## config.mk

```make
export PLATFORM = sky130hd
export DESIGN_NAME = uncached_loader
export DESIGN_NICKNAME = d
export VERILOG_FILES = /design/src/rtl/axi_pkg.sv /design/src/rtl/load_extend.sv /design/src/rtl/uncached_loader.sv
export SDC_FILE = /design/constraint.sdc
export NUM_CORES = 1
export LEC_CHECK = 0
export ABC_AREA = 1
export ABC_CLOCK_PERIOD_IN_PS = 2800
export CORE_UTILIZATION = 25
export CTS_BUF_LIST = sky130_fd_sc_hd__clkbuf_4
export DETAILED_ROUTE_END_ITERATION = 8
export PLACE_DENSITY = 0.68
export SLEW_MARGIN = 5
export SYNTH_ARGS = -nofsm -noshare
export SYNTH_HDL_FRONTEND = slang
export SYNTH_SLANG_ARGS = --single-unit
```

## constraint.sdc

```tcl
create_clock -name clk -period 2.8 [get_ports clk]
set_clock_uncertainty 0.2 [all_clocks]
set_input_delay 0.7 -clock clk [delete_from_list [all_inputs] [get_ports clk]]
set_output_delay 0.7 -clock clk [all_outputs]
set_load 0.01 [all_outputs]
```

## src/rtl/axi_pkg.sv

```systemverilog
// Shared AXI3 encodings and client IDs for the CPU-side AXI initiators.
package axi_pkg;

   localparam logic [1:0] BURST_FIXED = 2'b00;
   localparam logic [1:0] BURST_INCR  = 2'b01;
   localparam logic [1:0] BURST_WRAP  = 2'b10;

   localparam logic [2:0] SIZE_1B = 3'b000;
   localparam logic [2:0] SIZE_2B = 3'b001;
   localparam logic [2:0] SIZE_4B = 3'b010;

   localparam logic [1:0] LOCK_NORMAL    = 2'b00;
   localparam logic [1:0] LOCK_EXCLUSIVE = 2'b01;
   localparam logic [1:0] LOCK_LOCKED    = 2'b10;

   localparam logic [3:0] ID_STORE = 4'b0010;
   localparam logic [3:0] ID_LOAD  = 4'b0011;

   typedef enum logic [1:0] {
      LD_BYTE = 2'd0,
      LD_HALF = 2'd1,
      LD_WORD = 2'd2,
      LD_RSVD = 2'd3
   } load_size_e;

endpackage

```

## src/rtl/load_extend.sv

```systemverilog
// Lane select and sign/zero extension of a 32-bit read word for CPU loads.
module load_extend
   import axi_pkg::*;
(
   input  logic [31:0] rdata,
   input  logic [1:0]  addr,
   input  logic [1:0]  size,
   input  logic        is_signed,
   output logic [31:0] out
);

   logic [7:0]  byte_lane;
   logic [15:0] half_lane;

   always_comb begin
      byte_lane = rdata[7:0];
      case (addr)
         2'd0: byte_lane = rdata[7:0];
         2'd1: byte_lane = rdata[15:8];
         2'd2: byte_lane = rdata[23:16];
         2'd3: byte_lane = rdata[31:24];
         default: byte_lane = rdata[7:0];
      endcase
   end

   assign half_lane = addr[1] ? rdata[31:16] : rdata[15:0];

   // The reserved size code falls through to a full word.
   always_comb begin
      out = rdata;
      case (load_size_e'(size))
         LD_BYTE: out = {{24{is_signed & byte_lane[7]}}, byte_lane};
         LD_HALF: out = {{16{is_signed & half_lane[15]}}, half_lane};
         default: out = rdata;
      endcase
   end

endmodule

```

## src/rtl/uncached_loader.sv

```systemverilog
// Single-beat AXI3 read initiator for uncached CPU loads in the MEM stage.
//
//   state     | meaning
//   IDLE      | no access; samples need_read
//   WAIT_GRNT | req high, waiting for the shared-port grant
//   ADDR      | arvalid high until arready
//   DATA      | rready high until the load-ID last beat arrives
//   DONE      | result in cpu_rdata, stall released, req dropped next edge
module uncached_loader
   import axi_pkg::*;
(
   input  logic        clk,
   input  logic        rst_n,
   output logic        req,
   input  logic        grnt,
   output logic [3:0]  arid,
   output logic [31:0] araddr,
   output logic [3:0]  arlen,
   output logic [2:0]  arsize,
   output logic [1:0]  arburst,
   output logic [1:0]  arlock,
   output logic [3:0]  arcache,
   output logic [2:0]  arprot,
   output logic        arvalid,
   input  logic        arready,
   input  logic [3:0]  rid,
   input  logic [31:0] rdata,
   input  logic [1:0]  rresp,
   input  logic        rlast,
   input  logic        rvalid,
   output logic        rready,
   input  logic        cpu_uncached,
   input  logic        cpu_re,
   input  logic [31:0] cpu_addr,
   input  logic [1:0]  cpu_size,
   input  logic        cpu_signed,
   output logic [31:0] cpu_rdata,
   output logic        cpu_stall,
   output logic        cpu_pc_stall
);

   typedef enum logic [2:0] {
      S_IDLE      = 3'd0,
      S_WAIT_GRNT = 3'd1,
      S_ADDR      = 3'd2,
      S_DATA      = 3'd3,
      S_DONE      = 3'd4
   } state_e;

   state_e      state;
   logic        need_read;
   logic        beat_ok;
   logic [31:0] load_data;
   logic        unused_rresp;

   // Error responses complete the access like OKAY, so rresp has no consumer.
   assign unused_rresp = ^rresp;

   assign need_read = cpu_uncached & cpu_re;
   assign beat_ok   = rvalid & rlast & (rid == ID_LOAD);

   assign arid    = ID_LOAD;
   assign araddr  = cpu_addr;
   assign arlen   = 4'b0000;
   assign arsize  = {1'b0, cpu_size};
   assign arburst = BURST_INCR;
   assign arlock  = LOCK_NORMAL;
   assign arcache = 4'b0000;
   assign arprot  = 3'b000;

   assign cpu_stall    = ~(((state == S_IDLE) & ~need_read) | (state == S_DONE));
   assign cpu_pc_stall = cpu_stall;

   load_extend u_extend (
      .rdata     (rdata),
      .addr      (cpu_addr[1:0]),
      .size      (cpu_size),
      .is_signed (cpu_signed),
      .out       (load_data)
   );

   always_ff @(posedge clk) begin
      if (!rst_n) begin
         state     <= S_IDLE;
         req       <= 1'b0;
         arvalid   <= 1'b0;
         rready    <= 1'b0;
         cpu_rdata <= 32'h0;
      end else begin
         case (state)
            S_IDLE: begin
               arvalid <= 1'b0;
               rready  <= 1'b0;
               if (need_read) begin
                  state <= S_WAIT_GRNT;
                  req   <= 1'b1;
               end else begin
                  req <= 1'b0;
               end
            end
            S_WAIT_GRNT: begin
               if (grnt) begin
                  state   <= S_ADDR;
                  arvalid <= 1'b1;
               end
            end
            S_ADDR: begin
               if (arready) begin
                  state   <= S_DATA;
                  arvalid <= 1'b0;
                  rready  <= 1'b1;
               end
            end
            S_DATA: begin
               if (beat_ok) begin
                  state     <= S_DONE;
                  cpu_rdata <= load_data;
                  rready    <= 1'b0;
               end
            end
            S_DONE: begin
               state <= S_IDLE;
               req   <= 1'b0;
            end
            default: begin
               state     <= S_IDLE;
               req       <= 1'b0;
               arvalid   <= 1'b0;
               rready    <= 1'b0;
               cpu_rdata <= 32'h0;
            end
         endcase
      end
   end

endmodule

```

==> impl_metrics.yaml, run 1 <==
floorplanning:
  dieArea_um2: 11800
  io_pins: 172
  row_count: 38
  fp.coreArea_um2: 11000
  die_w_um: 109
  start_util: 0.260
  die_h_um: 109
cts:
  cts_resized: 2
  path_clk_slew_ns: 0.10
  hold_buffers: 0
  worstSkewPairLatency_ns: 0.33
  cts_tree: "done"
  numCtsBuffers: 5
  htree_num_levels: 2
  post_cts_buffers: 0
  cts_buffer_depth: 2
  cts_num_sinks: 38
  root_buffer: "clkbuf_4"
power_and_ir_drop:
  p_total_mw: 2.57
  vdd_drop_max_mv: 0.274
  p_leak_nw: 1.53
  p_per_area_nw_per_um2: 721
place:
  dpl_worst_slack_ns: -0.185
  placed_cells: 613
  dp_hpwl_um: 6160
  portBuffers: 89
  gp_congestion: 0.858
drt:
  vias_per_cell: 4.31
  vias: 2667
  drtAntennaViolNets: 0
  wl_per_cell_um: 12.5
  drtIter0Drc: 114
  drt_wl_total_um: 7710
  drc: 0
  dr.pass1.iters: 4
critical_path:
  path_class: "in -> out"
  r2r_start: "state[2]$_SDFFE_PN0P_"
  critical_path_buf_inv_count: 2
  worstSetupEndpointType: "output port"
  worstPathArrival_ns: 1.77
  worst_setup_path_start_kind: "input port"
  r2r-end: "cpu_rdata[4]$_SDFFE_PN0P_"
  crit_slowest_cell: "clkdlybuf4s50_1"
  cp_cell_sequence: "clkdlybuf4s50_1 -> nand2_1 -> o21ai_0 -> dlygate4sd2_1"
  critical_path.top_delay_family: "buffers and inverters"
  r2r_cells: 9
  max_stage_delay_ns: 0.47
  r2r_slack_ns: 0.86
  worst_ep_required_time_ns: 1.90
  crit_fanout: 2
grt:
  grt_use_met1: 0.153
  grtUsageTotal: 0.132
  grt_pass1_vias: 2620
  busiest_layer: "met2"
  globalRouteOverflowTotal: 0
  grt_pass1_wl_um: 12300
  grt_use_met3: 0.0305
  grt_max_degree: 24
  antenna_found_initial: 0
  grtUsageMet2: 0.230
synthesis:
  synth_area_leaders: "dfxtp_1, buf_4, nand2_1, a21oi_1, nor2_1"
  synth_edf_count: 0
  synth-seq-cells: 38
  async_flop_share: 0
  netlist.area_leader.share: 0.267
  syn_inst: 428
  dominantRegCellSynth: "dfxtp_1"
  synth_top_area_cell: "dfxtp_1"
  yosys-top-cells-count: "nand2_1, buf_4, nor2_1"
  synth-seq-area-share: 0.267
  yosysMostFrequentCell: "nand2_1"
  syn_area_um2: 2850
  synth.avg_cell_area_um2: 6.66
  synthDistinctLibCells: 32
  yosys_warnings: 0
sta:
  hold_viol: 0
  tightest_slew_ns: 0.581
  setup_ws_ns: 0.132
  fmax_mhz: 375
  rsz0062_at_grt: "no"
  post-route-period-util: 0.953
  period_minus_slack_ns: 2.67
  setup_viol: 0
  relSlewSlack: 0.612
  slew_viol_final: 0
  holdWs_ns: 0.276
cells_and_area:
  nets: 561
  syn2layout_area_growth_pct: 24.9
  drive_gt1_frac: 0.123
  diodes: 0
  final_cells: 619
job:
  max_cap_violations: 0
min_path:
  hp-class: "reg -> reg"
  hold_path.startpoint: "cpu_rdata[10]$_SDFFE_PN0P_"
  whs_endpoint: "cpu_rdata[10]$_SDFFE_PN0P_"
  whs_path_depth: 2
outcome:
  status: "finished clean"
## report_power, final
part	switching, mW	internal [mW]	total [mW]
Clock	0.175	0.0860	0.261
Sequential	0.0985	0.709	0.807
Combinational	0.828	0.671	1.50
## cells by family (layout without fill, tap and decap cells)
family / Yosys count / after routing / share of synthesized area
DFF: 38 / 38 / 0.267
and+or+nand+nor: 188 / 188 / 0.300
AOI/OAI and AO/OA: 78 / 78 / 0.165
other: 2 / 20 / 0.00263
buffers and inverters: 122 / 155 / 0.265
## worst min-delay path: cells and delay by family (launching register included)
kind            cells  cell delay, ns
compound gates      1            0.05
simple gates        1            0.06
flops               1            0.33
## cells in the final DEF (no fill, tap or decap), drive strengths merged, types with 6 or more instances in the layout
cell type / instances
nand2: 110
clkdlybuf4s50: 87
a21oi: 52
nor2: 51
inv: 47
dfxtp: 38
conb: 20
nand3: 20
o21ai: 16
buf: 11
o211ai: 6
## per-layer routing
metal,share of wire,up-vias
met2,0.46,99
li1,-,1370
met4,0.031,0
met3,0.064,20
met5,0,-
met1,0.44,1178
## area by class of cell
class | count | area (um^2)
flip-flops and latches | 38 | 761
clock inverters | 1 | 3.75
well taps | 140 | 175
inverters | 49 | 196
clock buffers | 5 | 37.5
fillers | 1192 | 7420
repair buffers | 100 | 983
multi-input cells | 286 | 1400
## registers in the layout, indices dropped and copies added, names as in the netlist
signal	count
arvalid	1
rready	1
cpu_rdata	32
req	1
state	3
## worst max-delay path by stage
stage / start / end / slack, ns / cells past startpoint
floorplan: cpu_uncached / cpu_stall / 0.63 / 3
global placement: cpu_uncached / cpu_pc_stall / -0.11 / 4
detailed placement: cpu_uncached / cpu_pc_stall / -0.19 / 4
CTS: cpu_uncached / cpu_pc_stall / 0.13 / 4
global route: cpu_uncached / cpu_pc_stall / 0.05 / 4
finish: cpu_uncached / cpu_pc_stall / 0.13 / 4
## metrics by stage
step / util / area, um^2 / TNS (ns)
after floorplan: - / 2920 / 0
after global placement: 0.321 / 3520 / -0.218
after detailed placement: 0.321 / 3520 / -0.358
after CTS: 0.324 / 3560 / 0
after global routing: 0.324 / 3560 / 0
final: 0.324 / 3560 / 0
No activity file was read; power rests on OpenSTA's default activity.
==> run 2, diff against run 1 <==
--- a/config.mk
+++ b/config.mk
@@ -6,11 +6,12 @@
 export NUM_CORES = 1
 export LEC_CHECK = 0
 export ABC_AREA = 1
-export ABC_CLOCK_PERIOD_IN_PS = 2800
+export ABC_CLOCK_PERIOD_IN_PS = 3200
 export CORE_UTILIZATION = 25
 export CTS_BUF_LIST = sky130_fd_sc_hd__clkbuf_4
 export DETAILED_ROUTE_END_ITERATION = 8
 export PLACE_DENSITY = 0.68
+export SKIP_LAST_GASP = 1
 export SLEW_MARGIN = 5
 export SYNTH_ARGS = -nofsm -noshare
 export SYNTH_HDL_FRONTEND = slang
==> constraint.sdc (replaced) <==
create_clock -name clk -period 3.2 [get_ports clk]
set_clock_uncertainty 0.2 [all_clocks]
set_input_delay 0.8 -clock clk [delete_from_list [all_inputs] [get_ports clk]]
set_output_delay 0.8 -clock clk [all_outputs]
set_load 0.01 [all_outputs]
==> run 2 against run 1 <==
Via count decreased by 0.45%. Wire length rose by 0.13%. Sequential cell count stayed put. Sequential share of layout area increased by 0.11 points. Global-route usage about the same. Critical path depth unchanged. Register-to-register slack gained 0.39 ns. Final area shrank 0.53%. First-iteration DRC count increased by 52%. Critical endpoint is now cpu_stall. Worst hold slack lost 0.00054 ns. Clock power rose by 26%.
==> impl_metrics.yaml, run 2 (synthesis gave the netlist of run 1 again) <==
cts:
  cts_buffer_depth: 2
  hold_buffers: 0
  numCtsBuffers: 5
  cts_resized: 0
  cts_tree: "done"
  cts_num_sinks: 38
  worstSkewPairLatency_ns: 0.34
  root_buffer: "clkbuf_4"
  post_cts_buffers: 0
  htree_num_levels: 2
  path_clk_slew_ns: 0.11
power_and_ir_drop:
  p_per_area_nw_per_um2: 648
  p_leak_nw: 1.52
  vdd_drop_max_mv: 0.254
sta:
  slew_viol_final: 0
  period_minus_slack_ns: 3.13
  post-route-period-util: 0.978
  rsz0062_at_grt: "no"
  fmax_mhz: 320
  tightest_slew_ns: 0.554
  hold_viol: 0
  relSlewSlack: 0.631
  holdWs_ns: 0.275
  setup_viol: 0
  tns_ns: 0
place:
  gp_congestion: 0.858
  portBuffers: 89
  dp_hpwl_um: 6000
  placed_cells: 607
cells_and_area:
  layout_common_cells: "nand2_1, clkdlybuf4s50_1, nor2_1"
  largest_reg_flops: 32
  final_cells: 615
  drive_gt1_frac: 0.118
  layout_commonest_cell: "nand2_1"
  diodes: 0
  syn2layout_area_growth_pct: 24.2
  top_regs: "cpu_rdata: 32 flops, state: 3 flops"
  nets: 555
  regMostFlops: "cpu_rdata"
grt:
  grtUsageTotal: 0.131
  antenna_found_initial: 0
  grt_max_degree: 25
  grt_pass1_wl_um: 12200
  globalRouteOverflowTotal: 0
  grt_pass1_vias: 2574
floorplanning:
  dieArea_um2: 11800
  die_h_um: 109
  row_count: 38
  start_util: 0.260
  die_w_um: 109
  io_pins: 172
  fp.coreArea_um2: 11000
critical_path:
  worstPathArrival_ns: 2.13
  crit_fanout: 2
  r2r_start: "state[2]$_SDFFE_PN0P_"
  worst_setup_path_start_kind: "input port"
  r2r_cells: 8
  critPathLaunch: "cpu_re"
  worstSetupEndpointType: "output port"
  worst_ep_required_time_ns: 2.20
  r2r_slack_ns: 1.25
  r2r-end: "cpu_rdata[3]$_SDFFE_PN0P_"
  path_class: "in -> out"
drt:
  vias: 2655
  vias_per_cell: 4.32
  drt_wl_total_um: 7720
  wl_per_cell_um: 12.6
  drtAntennaViolNets: 0
  drtIter0Drc: 173
  dr.pass1.iters: 5
  drc: 0
min_path:
  whs_endpoint: "cpu_rdata[2]$_SDFFE_PN0P_"
  whs_path_depth: 2
  hold_path.startpoint: "cpu_rdata[2]$_SDFFE_PN0P_"
  hp-class: "reg -> reg"
outcome:
  status: "finished clean"
job:
  max_cap_violations: 0
[run 2: routing by layer]
layer  vias up  part of all wire  track usage
met5         -                 0            0
met4         0             0.029       0.0627
met3        17             0.086       0.0329
met2       125              0.47        0.227
met1      1156              0.41        0.151
li1       1357                 -            -
[run 2: worst max-delay path by stage]
stage / end / slack, ns / cells after the start
floorplan: cpu_stall / 0.83 / 3
global placement: cpu_pc_stall / 0.09 / 4
detailed placement: cpu_stall / 0.07 / 4
CTS: cpu_stall / 0.07 / 4
global route: cpu_pc_stall / 0.005 / 4
finish: cpu_stall / 0.07 / 4
[run 2: cell type report]
class	instances	area [um^2]
Inverter	49	196
Timing Repair Buffer	94	928
Fill cell	1187	7440
Clock inverter	3	40.0
Tap cell	140	175
Clock buffer	5	37.5
Multi-Input combinational cell	286	1400
Sequential cell	38	761
[run 2: critical path, stage by stage]
cell             delay, ns
clkdlybuf4s50_1       0.47
nand2_1               0.07
o21ai_0               0.21
clkdlybuf4s50_1       0.58
[run 2: per-stage QoR]
step / setup WS, ns / instance area (um^2) / power, mW / util
2_1_floorplan: 0.827 / 2920 / 1.61 / -
4_1_cts: 0.0651 / 3540 / 2.32 / 0.322
6_report: 0.0706 / 3540 / 2.30 / 0.322
5_1_grt: 0.00513 / 3540 / 2.49 / 0.322
3_5_place_dp: 0.0676 / 3460 / 1.98 / 0.315
3_3_place_gp: 0.0932 / 3460 / 1.97 / 0.315
[run 2: where the power goes]
group          switching, mW  internal, mW  total [mW]
Combinational          0.713         0.547        1.26
Sequential            0.0860         0.620       0.706
Clock                  0.167         0.162       0.329
Total                  0.967          1.33        2.30
==> RTL change 1 (flow settings as in run 1) <==
Encoding of `state_e`: now one-hot (5 bits for 5 states).
--- a/src/rtl/uncached_loader.sv
+++ b/src/rtl/uncached_loader.sv
@@ -39,12 +39,12 @@
    output logic        cpu_pc_stall
 );
 
-   typedef enum logic [2:0] {
-      S_IDLE      = 3'd0,
-      S_WAIT_GRNT = 3'd1,
-      S_ADDR      = 3'd2,
-      S_DATA      = 3'd3,
-      S_DONE      = 3'd4
+   typedef enum logic [4:0] {
+      S_IDLE      = 5'b00001,
+      S_WAIT_GRNT = 5'b00010,
+      S_ADDR      = 5'b00100,
+      S_DATA      = 5'b01000,
+      S_DONE      = 5'b10000
    } state_e;
 
    state_e      state;
Formal check against the unedited RTL: same outputs for any inputs over 10 cycles, from zero or initial values and one cycle with rst_n low; not proved beyond that.
==> RTL change 1 against run 1 <==
The run now ends with DRC left; utilization is 0.52 points higher; critical path depth is 2 lower; area after synthesis is 5.7% higher; routed wire length is 9.3% higher; cell area is 7.0% higher; worst hold slack worse by 0.0010 ns; die area is 5.6% higher; non-clock buffer count is 3 higher; sequential cell count is 2 higher; fmax is 0.17% lower; worst setup slack worse by 0.0046 ns.
Power is not compared: it rests on default switching activity, and its combinational part moved more than twofold at a synthesized area within 25%.
==> RTL change 1: results (changes against run 1) <==
** Min path
- The path class of the tightest hold or removal check is reg -> reg.
- Worst min-delay path startpoint :: cpu_rdata[2]
- The worst hold path terminates at cpu_rdata[2].

** GRT
- Global routing usage summed across all routing layers :: 0.1334 (+0.001658)
- The number of global-route vias before repair was 2,795 (+6.7%).
- The first-pass GRT wire length came to 13.32 mm (+8.2%).
- The initial antenna violation count came to 0 (unchanged).
- Maximum number of pins on one net before global-route repair :: 26 (+8.3%)

** Logic synthesis
- Leading cell types by count after synthesis :: 96 x nand2_1, 58 x buf_4, 43 x nand3_1
- The count of unique library cells instantiated by Yosys is 31 (-3.1%).
- By area the synthesized netlist is led by dfxtp_1 27%, buf_4 14%, nand2_1 12%.
- Count of warnings emitted by yosys :: 0 (unchanged)
- The compound-cell area share of the yosys netlist is 0.1624 (-0.003053).
- The sequential share of the synthesized area came to 0.2659 (-0.001010).
- After synthesis, the largest family of logic cells by area is simple AND/OR/NAND/NOR gates.
- XOR/XNOR share of the synthesized area :: 0 (unchanged)
- Synthesized instance count :: 429 (+0.23%)

** Place
- Half-perimeter wire length after detailed placement :: 6.844 mm (+11%)
- The cell total after placement came to 622 (+1.5%).
- Standard cell area after detailed placement :: 3726 µm² (+5.8%)
- The worst setup timing slack at the placement stage is -0.04634 ns (+0.1391 ns).
- The global placement routability congestion was 0.9209 (+7.3%).
- The total of buffers placed on input and output ports was 89 (unchanged).

** Worst setup path
- Flop-to-flop setup slack :: 0.77 ns (-0.09 ns)
- For this design, the slowest cell found on the critical path is clkdlybuf4s50_1.
- The endpoint identified for the worst register-to-register timing path is cpu_rdata[25].
- Depth of the worst register-to-register path :: 9 (unchanged)
- Origin of the critical flop-to-flop path :: state[3]
- Max Fanout on Critical Path :: 3 (+1)
- The largest incremental delay on the critical path is 0.56 ns (+0.09 ns).
- In this run the worst setup path begins at cpu_size[0].

** Route
- The violation count after the first detailed-route iteration was 154 (+35%).
- The post-detailed-routing wire length was 8.428 mm (+9.3%).
- DRC violations left :: 10 (+10)
- The first-pass iteration count of the detailed router was 7 (+3).
- The detailed-route via count came to 2,881 (+8.0%).
- Wirelength per Cell :: 13.38 µm (+7.4%)

** Clocking
- The clock buffer count from CTS came to 5 (unchanged).
- H-tree levels :: 2 (unchanged)
- Source-to-sink clock delay at the later pin of the worst-skew pair :: 0.35 ns (+0.02 ns)
- Post-cts gate resize count :: 2 (unchanged)
- Clk slew on worst S/H paths :: 0.13 ns (+0.03 ns)

** Timing
- Worst Hold Slack :: 0.2746 ns (-0.001006 ns)

** Final layout
- Registers with the most flip-flops :: cpu_rdata (32), state (5)
- Nets :: 567 (+1.1%)
- Share of final-layout standard cells stronger than drive strength 1 :: 0.1643 (+0.04110)

** Pwr
- The worst-case IR drop observed on VDD is ~0.16 mV.
- Of the total power, the share spent switching nets is 0.3551.
- The share of total power dissipated in the clock network is 0.261.
- Int Pwr :: between 0.9 and 1 mW

** Run status
- The run finished, with violations left.
- Failing checks :: DRC
## RTL change 1: worst max path at each step
| stage | to | slack (ns) | cells past startpoint |
|---|---|---|---|
| after floorplan | cpu_stall | 0.80 | 5 |
| after global placement | cpu_pc_stall | -0.03 | 6 |
| after detailed placement | cpu_pc_stall | -0.05 | 6 |
| after CTS | arsize[0] | 0.12 | 2 |
| after global routing | arsize[0] | 0.09 | 2 |
| final | arsize[0] | 0.13 | 2 |
## RTL change 1: cell families after synthesis
| logic type | after synthesis |
|---|---|
| simple gates | 193 |
| buf+inv | 116 |
| flops | 40 |
| compound gates | 78 |
| other cells | 2 |
## RTL change 1: per-layer routing
layer	track usage	wire length, µm
met4	0.05495	214
met3	0.02450	508
met5	0	0
met2	0.2286	3965
met1	0.1637	3739
## RTL change 1: area by class of cell
type	instances	area, µm²
clock buffers	5	37.54
clock inverters	3	47.55
fillers	1235	7756
inverters	45	181.4
multi-input cells	291	1556
flip-flops and latches	40	800.8
well taps	143	178.9
repair buffers	103	1006
==> RTL change 2 (settings of run 1) <==
Made on the original files. Reset style: asynchronous (`rst_n`), changed in one clocked block.
--- a/src/rtl/uncached_loader.sv
+++ b/src/rtl/uncached_loader.sv
@@ -79,7 +79,7 @@
       .out       (load_data)
    );
 
-   always_ff @(posedge clk) begin
+   always_ff @(posedge clk or negedge rst_n) begin
       if (!rst_n) begin
          state     <= S_IDLE;
          req       <= 1'b0;
Behaviour: differs if rst_n is asserted again (counterexample within 4 cycles, from zero or initial values and one cycle with rst_n low); with rst_n held inactive, the same outputs for 10 cycles.
==> RTL change 2 against run 1 <==
Sequential share of layout area grew 5.6 points; worst setup slack gained 0.022 ns; cell area decreased by 0.77%; power fell by 25%; non-clock buffer count decreased by 2; count of clock-buffer cells in the layout up 2; sequential cell count unchanged; routed wire length down 2.3%; area after synthesis decreased by 1.4%; cell count decreased by 9.0%; worst hold slack worse by 0.016 ns; utilization barely moved.
==> RTL change 2: results (changes against run 1) <==
** GRT
- Global routing usage summed across all routing layers :: 0.1335 (+0.001748)
- The number of global-route vias before repair was 2,415 (-7.8%).
- Maximum number of pins on one net before global-route repair :: 39 (+63%)
- The met2 track demand over resource in global routing came to 0.2266 (-0.003087).
- Wire length of the first global-routing pass :: 12.14 mm (-1.5%)
- Met1 layer usage reported by global route :: 0.1607 (+0.007283)
- Met3 Track Usage GR :: 0.03918 (+0.008696)

** Pwr
- Comb group :: 0.831 mW (-45%)
- The standby leakage power is 1.675 nW (+9.5%).
- Int Pwr :: 1.171 mW (-20%)
- The total power was 1.916 mW (-25%).
- Worst ir drop on vdd :: 0.3498 mV (+27%)
- Power attributed to sequential cells :: 0.690 mW (-14%)

** Min path
- The worst hold path belongs to the class in -> async.

** Place
- Quantity of I/O buffers inserted on ports :: 89 (unchanged)
- Half-perimeter wire length after detailed placement :: 5.914 mm (-4.0%)
- Placer's final routability congestion estimate :: 0.8147 (-5.0%)

** Final layout
- The number of filler instances in the final layout is 1,156 (-3.0%).
- Share of final-layout standard cells stronger than drive strength 1 :: 0.1348 (+0.01158)
- The final net count is 503 (-10%).

** Route
- The sum of met3 wire segment lengths after detailed routing was 637 µm (+29%).
- The routed length on met2 came to 3.556 mm (about the same).
- The via density per instance was 4.341 (+0.75%).
- The violation count after the first detailed-route iteration was 141 (+24%).
- The met1 wire length was 3.206 mm (-6.4%).
- Number of detailed-routing iterations run before antenna repair :: 4 (unchanged)
- Total wirelength of the detailed-routed design :: 7.535 mm (-2.3%)

** Clocking
- The buffers inserted during post-CTS setup optimization was 0 (unchanged).
- Number of buffers created by CTS :: 5 (unchanged)
- CTS root buf :: clkbuf_4
- The deepest clock path buffer count is 2 (unchanged).
- The number of H-tree levels was 2 (unchanged).
- Source-to-sink clock delay at the later pin of the worst-skew pair :: 0.35 ns (+0.02 ns)
- The clock input transition at the sequential cells of the worst setup and hold paths was 0.12 ns (+0.02 ns).

** Logic synthesis
- The warning count from the yosys run came to 0 (unchanged).
- The commonest cells after synthesis are 108 x nand2_1, 56 x buf_4, 38 x dfrtp_1.
- Sequential element share of the synthesized area :: 0.3385 (+0.07163)
- Distinct cell type count after synthesis :: 33 (+3.1%)
- In the synthesized netlist the dominant register cell turns out to be dfrtp_1.
- Leading post-synthesis cells by cell area :: dfrtp_1 34%, buf_4 15%, nand2_1 14%
- The post-synthesis async set-or-reset flop share is 1.000 (+1.000).

** Worst setup path
- The worst-case reg-to-reg path depth came to 8 (-1).
- On the critical path, the stage with the largest delay is an instance of clkdlybuf4s50_1.
- Arrival time of the worst setup path :: 1.75 ns (-0.02 ns)
- Max Fanout on Critical Path :: 2 (unchanged)
- The largest incremental delay on the critical path was 0.55 ns (+0.08 ns).

** Run status
- The flow ran to the end, and the final reports show no timing, DRC or antenna violations.

** Timing
- Worst Max-Slew Pin Slew :: 0.8932 ns (+0.3121 ns)
-- RTL change 2: cell types whose count changed in the layout (fill, tap and decap cells not counted), moves of 9 or more --
cell	delta
dfxtp_1	-38
a21oi_2	-12
nand3_2	+9
inv_1	-29
a21oi_1	-29
nand2_2	-13
nand2_1	+15
nor2_1	-30
dfrtp_1	+38
-- RTL change 2: worst paths after layout --
kind,slack [ns],to,start
worst min register to register,0.29,cpu_rdata[18],cpu_rdata[18]
worst min-delay path,0.26,cpu_rdata[3],rst_n
worst max-delay path,0.15,arsize[0],cpu_size[0]
min in group clk,0.29,cpu_rdata[18],cpu_rdata[18]
max in group asynchronous,1.58,cpu_rdata[7],rst_n
worst max register to register,0.90,cpu_rdata[2],state[2]
-- RTL change 2: cell type report --
cell class,instances,area [µm²],share of cell area
clock inverters,1,30.03,0.008502
flip-flops and latches,38,950.9,0.2692
inverters,21,83.83,0.02373
multi-input cells,258,1289,0.3649
well taps,140,175.2,0.04959
clock buffers,7,52.55,0.01488
repair buffers,98,950.9,0.2692
-- RTL change 2: cell families (layout without fill, tap and decap cells) --
| group | after synthesis | in the layout | share of synthesized area |
|---|---|---|---|
| simple gates | 193 | 193 | 0.3390 |
| compound gates | 45 | 45 | 0.09310 |
| other cells | 2 | 20 | 0.002674 |
| buf+inv | 91 | 127 | 0.2267 |
| flops | 38 | 38 | 0.3385 |
-- RTL change 2: repair_timing --
item                       in CTS  in global routing
setup endpoints to repair       2                  0
hold endpoints to repair        0                  0
gates resized for setup         2                  0
-- RTL change 2: stage by stage --
step                instances  instance area (µm²)  setup slack (ns)  setup TNS, ns
floorplan                 387                 2877            0.6093              0
global placement          555                 3452          -0.08289        -0.1637
detailed placement        555                 3452           -0.1198        -0.2314
CTS                       563                 3532            0.1454              0
global route              563                 3532           0.09901              0
finish                    563                 3532            0.1536              0
